===== src/rtl/clk_gen_pkg.sv =====
// clk_gen_pkg: lock FSM encodings and shared widths
// for the clk_div_bank clock generator.
package clk_gen_pkg;

  typedef enum logic [1:0] {
    WAIT_LOCK = 2'd0,
    SETTLE    = 2'd1,
    RUN       = 2'd2
  } lock_state_t;

  localparam int CHAN_IDX_W  = 3;
  localparam int SYNC_STAGES = 2;

endpackage


===== src/rtl/clk_div_chan.sv =====
// clk_div_chan: one divided-clock channel with shadow
// config that is swapped in only at period boundaries.
module clk_div_chan
  import clk_gen_pkg::*;
#(
  parameter int DIV_WIDTH = 8
) (
  input  logic                 clk_in,
  input  logic                 rst,
  input  logic                 run,
  input  logic                 wr,
  input  logic [DIV_WIDTH-1:0] wr_div,
  input  logic [DIV_WIDTH:0]   wr_phase,
  input  logic                 wr_en,
  output logic                 pending,
  output logic                 clk_out,
  output logic                 rise_stb
);

  localparam int CW = DIV_WIDTH + 1;

  logic [DIV_WIDTH-1:0] sh_div;
  logic [DIV_WIDTH-1:0] act_div;
  logic [DIV_WIDTH-1:0] nxt_div;
  logic [CW-1:0]        sh_phase;
  logic [CW-1:0]        act_phase;
  logic [CW-1:0]        nxt_phase;
  logic [CW-1:0]        phase_eff;
  logic [CW-1:0]        period;
  logic [CW-1:0]        cnt;
  logic [CW-1:0]        cnt_n;
  logic                 sh_en;
  logic                 act_en;
  logic                 nxt_en;
  logic                 live_q;
  logic                 nxt_live;
  logic                 wrap;
  logic                 apply;
  logic                 accept;
  logic                 clk_n;

  always_comb begin
    period    = {act_div, 1'b0};
    wrap      = live_q && (cnt == period - CW'(1));
    // an idle channel takes a new config on the very next edge
    apply     = pending && (!live_q || wrap);
    accept    = wr && !pending;
    nxt_div   = apply ? sh_div   : act_div;
    nxt_phase = apply ? sh_phase : act_phase;
    nxt_en    = apply ? sh_en    : act_en;
    nxt_live  = run && nxt_en && (nxt_div != '0);
    phase_eff = (nxt_phase < {nxt_div, 1'b0}) ? nxt_phase : '0;
    if (!nxt_live) begin
      cnt_n = '0;
    end else if (!live_q || apply) begin
      cnt_n = phase_eff;
    end else if (wrap) begin
      cnt_n = '0;
    end else begin
      cnt_n = cnt + CW'(1);
    end
    clk_n = nxt_live && (cnt_n < {1'b0, nxt_div});
  end

  always_ff @(posedge clk_in or posedge rst) begin
    if (rst) begin
      sh_div    <= '0;
      sh_phase  <= '0;
      sh_en     <= 1'b0;
      act_div   <= '0;
      act_phase <= '0;
      act_en    <= 1'b0;
      pending   <= 1'b0;
      live_q    <= 1'b0;
      cnt       <= '0;
      clk_out   <= 1'b0;
      rise_stb  <= 1'b0;
    end else begin
      if (accept) begin
        sh_div   <= wr_div;
        sh_phase <= wr_phase;
        sh_en    <= wr_en;
      end
      if (apply) begin
        act_div   <= sh_div;
        act_phase <= sh_phase;
        act_en    <= sh_en;
      end
      pending  <= apply ? 1'b0 : (pending | accept);
      live_q   <= nxt_live;
      cnt      <= cnt_n;
      clk_out  <= clk_n;
      rise_stb <= clk_n & ~clk_out;
    end
  end

endmodule


===== src/rtl/clk_div_bank.sv =====
// clk_div_bank: PLL lock qualifier plus a bank of
// independently configurable divided clocks.
module clk_div_bank
  import clk_gen_pkg::*;
#(
  parameter int CHANNELS    = 2,
  parameter int DIV_WIDTH   = 8,
  parameter int LOCK_CYCLES = 16
) (
  input  logic                  clk_in,
  input  logic                  rst,
  input  logic                  pll_locked,
  input  logic                  cfg_valid,
  output logic                  cfg_ready,
  input  logic [CHAN_IDX_W-1:0] cfg_chan,
  input  logic [DIV_WIDTH-1:0]  cfg_div,
  input  logic [DIV_WIDTH:0]    cfg_phase,
  input  logic                  cfg_en,
  output logic                  ready,
  output logic [CHANNELS-1:0]   clk_out,
  output logic [CHANNELS-1:0]   rise_stb
);

  localparam int SW = (LOCK_CYCLES > 1) ? $clog2(LOCK_CYCLES) : 1;
  localparam logic [SW-1:0] SETTLE_LAST = SW'(LOCK_CYCLES - 1);

  lock_state_t            state_q;
  lock_state_t            state_n;
  logic [SW-1:0]          settle_q;
  logic [SW-1:0]          settle_n;
  logic [SYNC_STAGES-1:0] sync_q;
  logic                   lock_s;
  logic                   run;
  logic [CHANNELS-1:0]    pending;
  logic [CHANNELS-1:0]    wr;

  assign lock_s = sync_q[SYNC_STAGES-1];

  always_ff @(posedge clk_in or posedge rst) begin
    if (rst) begin
      sync_q <= '0;
    end else begin
      sync_q <= {sync_q[SYNC_STAGES-2:0], pll_locked};
    end
  end

  always_ff @(posedge clk_in or posedge rst) begin
    if (rst) begin
      state_q  <= WAIT_LOCK;
      settle_q <= '0;
    end else begin
      state_q  <= state_n;
      settle_q <= settle_n;
    end
  end

  // the high seen in WAIT_LOCK counts as the first settle cycle
  always_comb begin
    state_n  = state_q;
    settle_n = '0;
    unique case (state_q)
      WAIT_LOCK: begin
        if (lock_s) begin
          settle_n = SW'(1);
          if (LOCK_CYCLES <= 1) begin
            state_n = RUN;
          end else begin
            state_n = SETTLE;
          end
        end
      end
      SETTLE: begin
        if (!lock_s) begin
          state_n = WAIT_LOCK;
        end else if (settle_q == SETTLE_LAST) begin
          state_n = RUN;
        end else begin
          settle_n = settle_q + SW'(1);
        end
      end
      RUN: begin
        if (!lock_s) begin
          state_n = WAIT_LOCK;
        end
      end
      default: state_n = WAIT_LOCK;
    endcase
  end

  always_comb begin
    ready = (state_q == RUN);
    run   = (state_n == RUN);
  end

  always_comb begin
    cfg_ready = 1'b1;
    for (int i = 0; i < CHANNELS; i++) begin
      if (cfg_chan == CHAN_IDX_W'(i)) begin
        cfg_ready = ~pending[i];
      end
    end
  end

  for (genvar g = 0; g < CHANNELS; g++) begin : g_chan
    assign wr[g] = cfg_valid && (cfg_chan == CHAN_IDX_W'(g));

    clk_div_chan #(
      .DIV_WIDTH(DIV_WIDTH)
    ) u_chan (
      .clk_in   (clk_in),
      .rst      (rst),
      .run      (run),
      .wr       (wr[g]),
      .wr_div   (cfg_div),
      .wr_phase (cfg_phase),
      .wr_en    (cfg_en),
      .pending  (pending[g]),
      .clk_out  (clk_out[g]),
      .rise_stb (rise_stb[g])
    );
  end

endmodule


===== config.mk =====
export PLATFORM = sky130hd
export DESIGN_NAME = clk_div_bank
export DESIGN_NICKNAME = d
export VERILOG_FILES = /design/src/rtl/clk_gen_pkg.sv /design/src/rtl/clk_div_chan.sv /design/src/rtl/clk_div_bank.sv
export SDC_FILE = /design/constraint.sdc
export NUM_CORES = 1
export LEC_CHECK = 0
export CORE_MARGIN = 2
export CORE_UTILIZATION = 40
export CTS_CLUSTER_DIAMETER = 50
export DETAILED_ROUTE_END_ITERATION = 10
export PLACE_DENSITY = 0.59
export SETUP_SLACK_MARGIN = 0.1
export SYNTH_ARGS = -nofsm -noshare
export SYNTH_HDL_FRONTEND = slang
export SYNTH_HIERARCHICAL = 1
export SYNTH_SLANG_ARGS = --single-unit

===== constraint.sdc =====
create_clock -name clk_in -period 9.78 [get_ports clk_in]
set_clock_uncertainty 0.1 [all_clocks]
set_input_delay 0.978 -clock clk_in [delete_from_list [all_inputs] [get_ports clk_in]]
set_output_delay 0.978 -clock clk_in [all_outputs]
set_load 0.1 [all_outputs]

==> summary.md <==
| Metric | Value |
|---|---|
| Initial Utilization | 0.4129 |
| Die Wd | 124.2 um |
| Buffers added on ports | 30 |
| Leakage | about 2.9 nW |
| TritonCTS buffer count | 9 |
| Worst slew pin tran | 1221 ps |
| Crit Path Max Fanout | 18 |
| Post-synth top area share | 0.4593 |
| Final Max Tran Viols | 0 |
| Net Sw Power | 506.3 uW |
| Register area share after synthesis | 0.4593 |
| GR Util All Layers | 0.1896 |
| Core area | 13990 um^2 |
| Die area | between 15000 and 20000 um^2 |
| Clock root buffer | clkbuf_16 |
| Row count | 43 |
| Netlist cell types | 51 |
| Post-CTS Setup Inserts | 0 |
| Clk pwr share | 0.260 |
| Crit Path Category | reg2reg |
| FF/Latch Area | around 2700 um^2 |
| Post-route ant nets | 0 |
| WP data arrival | 6830 ps |
| RePlAce Congestion | 0.8874 |
| First-pass DRT Iterations | 4 |
| Post-Syn Area | 5776 um^2 |
| Max frequency | between 150 and 200 MHz |
| Largest net degree at the start of global routing | 50 |
| Internal power | 937.9 uW |
| Fin crit period | 6657 ps |
| Sequential share of power | 0.418 |
| Wire per inst | 18.57 um |
| Vias in the first global route | 4166 |
| Post-layout util | 0.4665 |
| Clock sink count | 106 |
| Final setup fails | 0 |
| DRT iter0 DRCs | ~240 |
| Initial antenna violation count | 0 |
| Largest area contributor in the netlist | dfrtp_1 |
| Switching portion of total power | 0.3506 |
| Dominant synthesized flop cell | dfrtp_1 |
| Crit start category | register |
| RSZ-0062 raised after global routing | false |
| Final WL | approximately 14000 um |
| Antenna cells | 0 |
| EDFF count, synth | 0 |
| Clk buf depth | 2 |
| Post-CTS Hold Fix Bufs | 0 |
| H-tree depth | 3 |
| Yosys reg bits | 106 |
| # DRC | 0 |
| Hold Path Class | reg2reg |
| Max Cap Viol | 0 |
| Ys async rst share | 1.000 |
| Worst vdd ir | 0.09144 mV |
| Via/cell ratio | around 5.6 |
| Power Dens Cells | 221.3 nW/um^2 |
| Share of cells above drive strength 1 | 0.1734 |
| Post-DP HPWL | 10430 um |
| Clock transition at the registers of the reported paths | 80 ps |
| Status | finished, final reports clean |
| Routed via count | between 4000 and 5000 |
| Final worst-path cycle share | 0.6807 |
| Most common cell after layout, fill and taps aside | dfrtp_1 |
| Top cells by area in the synthesized netlist | dfrtp_1, mux2_2, ha_1 |
| CTS resizes | 0 |
| Setup TNS | 0 ps |
| Total grt overflow | 0 |
| Syn Area/Cell | between 10 and 15 um^2 |
| Worst rel slew slack | 0.1861 |
| Clk_lat worst skew | 350 ps |
| Post-synthesis cell count | 513 |
| Placed inst area | 6213 um^2 |
| Syn nets | 571 |
| I/O pin count | 31 |
| Worst Path Required | 9950 ps |
| Ys Warns | 6 |
| Fin. Hold Viols | 0 |
| Nets@finish | 601 |
| CTS tree | built |
| Post-layout instance area | 6525 um^2 |
| Crit end category | register |
| Die Y-Extent | 124.2 um |
| Filler cells | 1287 |
| Most frequent cells in the layout | dfrtp_1, mux2_2, nor2_1, inv_1, ha_1 |
| Layout area overhead | 12.98% |
| Area of the multi-input gates | 2893 um^2 |
| First-pass GRT wire length | 22080 um |
| Power share of the combinational group | 0.322 |
-- flip-flops by register name, indices dropped and copies added, names as in the netlist, 4 cells and up --
signal	count
g_chan.u_chan/act_phase	18
g_chan.u_chan/cnt	18
g_chan.u_chan/sh_phase	18
g_chan.u_chan/act_div	16
g_chan.u_chan/sh_div	16
settle_q	4
-- area by class of cell --
| cell class | instances | share of cell area |
|---|---|---|
| clock buffer | 9 | 0.03452 |
| clock inverter | 7 | 0.01323 |
| inverter | 36 | 0.02071 |
| multi-input combinational | 359 | 0.4433 |
| sequential | 106 | 0.4065 |
| tap | 180 | 0.03452 |
| timing repair buffer | 31 | 0.04717 |
-- power by group through the flow --
| stage | Sequential [mW] | Clock, mW | Combinational (mW) |
|---|---|---|---|
| after floorplan | 0.585 | 0 | 0.347 |
| after global placement | 0.611 | 0 | 0.448 |
| after detailed placement | 0.612 | 0 | 0.459 |
| after global routing | 0.617 | 0.407 | 0.518 |
| final | 0.604 | 0.376 | 0.465 |
| after CTS | 0.605 | 0.387 | 0.463 |
-- cells in the mapped netlist (4+ instances only) --
cell type / instances
dfrtp_1: 106
mux2_2: 57
nor2_1: 39
inv_1: 36
ha_1: 33
nand3_1: 21
a21oi_1: 17
mux2i_1: 16
xor2_1: 16
a32oi_1: 14
a21o_1: 13
nand2_1: 13
xnor2_1: 13
o21ai_0: 10
nand4_1: 8
nand2b_1: 7
a211oi_1: 6
clkbuf_1: 6
nor4_1: 6
a31o_2: 5
nor2b_1: 5
clkbuf_8: 4
nor3_1: 4
o211a_1: 4
o211ai_1: 4
o211ai_2: 4
o21a_1: 4
-- metal layers --
| metal | track usage | wire length, um | up-vias | part of all wire |
|---|---|---|---|---|
| li1 | - | - | 1946 | - |
| met1 | 0.2600 | 6352 | 2025 | 0.47 |
| met2 | 0.2964 | 6304 | 96 | 0.47 |
| met3 | 0.04212 | 598 | 20 | 0.044 |
| met4 | 0.06601 | 265 | 0 | 0.020 |
| met5 | 0 | 0 | - | 0 |
-- final timing paths --
| kind | start | to | slack [ps] | cells past startpoint |
|---|---|---|---|---|
| max | g_chan[1].u_chan/act_div[0] | g_chan[1].u_chan/rise_stb | 3120 | 24 |
| max reg2reg | g_chan[1].u_chan/act_div[0] | g_chan[1].u_chan/rise_stb | 3120 | 24 |
| min in group asynchronous | rst | settle_q[0] | 890 | 2 |
| min | sync_q[0] | sync_q[1] | 270 | 0 |
| min reg2reg | sync_q[0] | sync_q[1] | 270 | 0 |
| max in group asynchronous | rst | g_chan[0].u_chan/sh_phase[2] | 7750 | 2 |
-- cells by family after synthesis --
logic type                 after synthesis  share of synthesized area
AOI/OAI and AO/OA                      106                     0.1387
DFF                                    106                     0.4593
and+or+nand+nor                        118                     0.1070
buffers and inverters                   48                    0.04073
muxes                                   73                     0.1389
xor gates and xnor gates                29                    0.04398
adders and majority gates               33                    0.07149
-- worst max-delay path, cell delays in order (launching register included) --
cell and delay (ps):
dfrtp_1 430, inv_1 90, ha_1 320, xor2_1 160, nand3_1 90, a211oi_1 450, o211ai_2 310, a21oi_2 980
mux2_2 460, ha_1 300, a21oi_1 160, nor2b_1 60, o21ai_0 170, o21ai_0 130, nor2_1 200, o21a_1 320
a32oi_1 150, nor2_1 190, ha_1 280, a21o_1 170, a21o_1 170, a21oi_1 140, nor2_1 50, or4b_4 480
a211oi_2 200
-- through the flow --
stage / hold WS (ps) / setup WS, ps / cells / power (mW)
finish: 266.1 / 3123 / 728 / 1.444
global route: 274.9 / 2828 / 728 / 1.542
CTS: 271.6 / 3169 / 728 / 1.455
detailed placement: 254.9 / 3253 / 712 / 1.071
global placement: 236.4 / 3486 / 712 / 1.060
floorplan: 231.2 / 4300 / 513 / 0.9321
No activity file was read; power rests on OpenSTA's default activity.
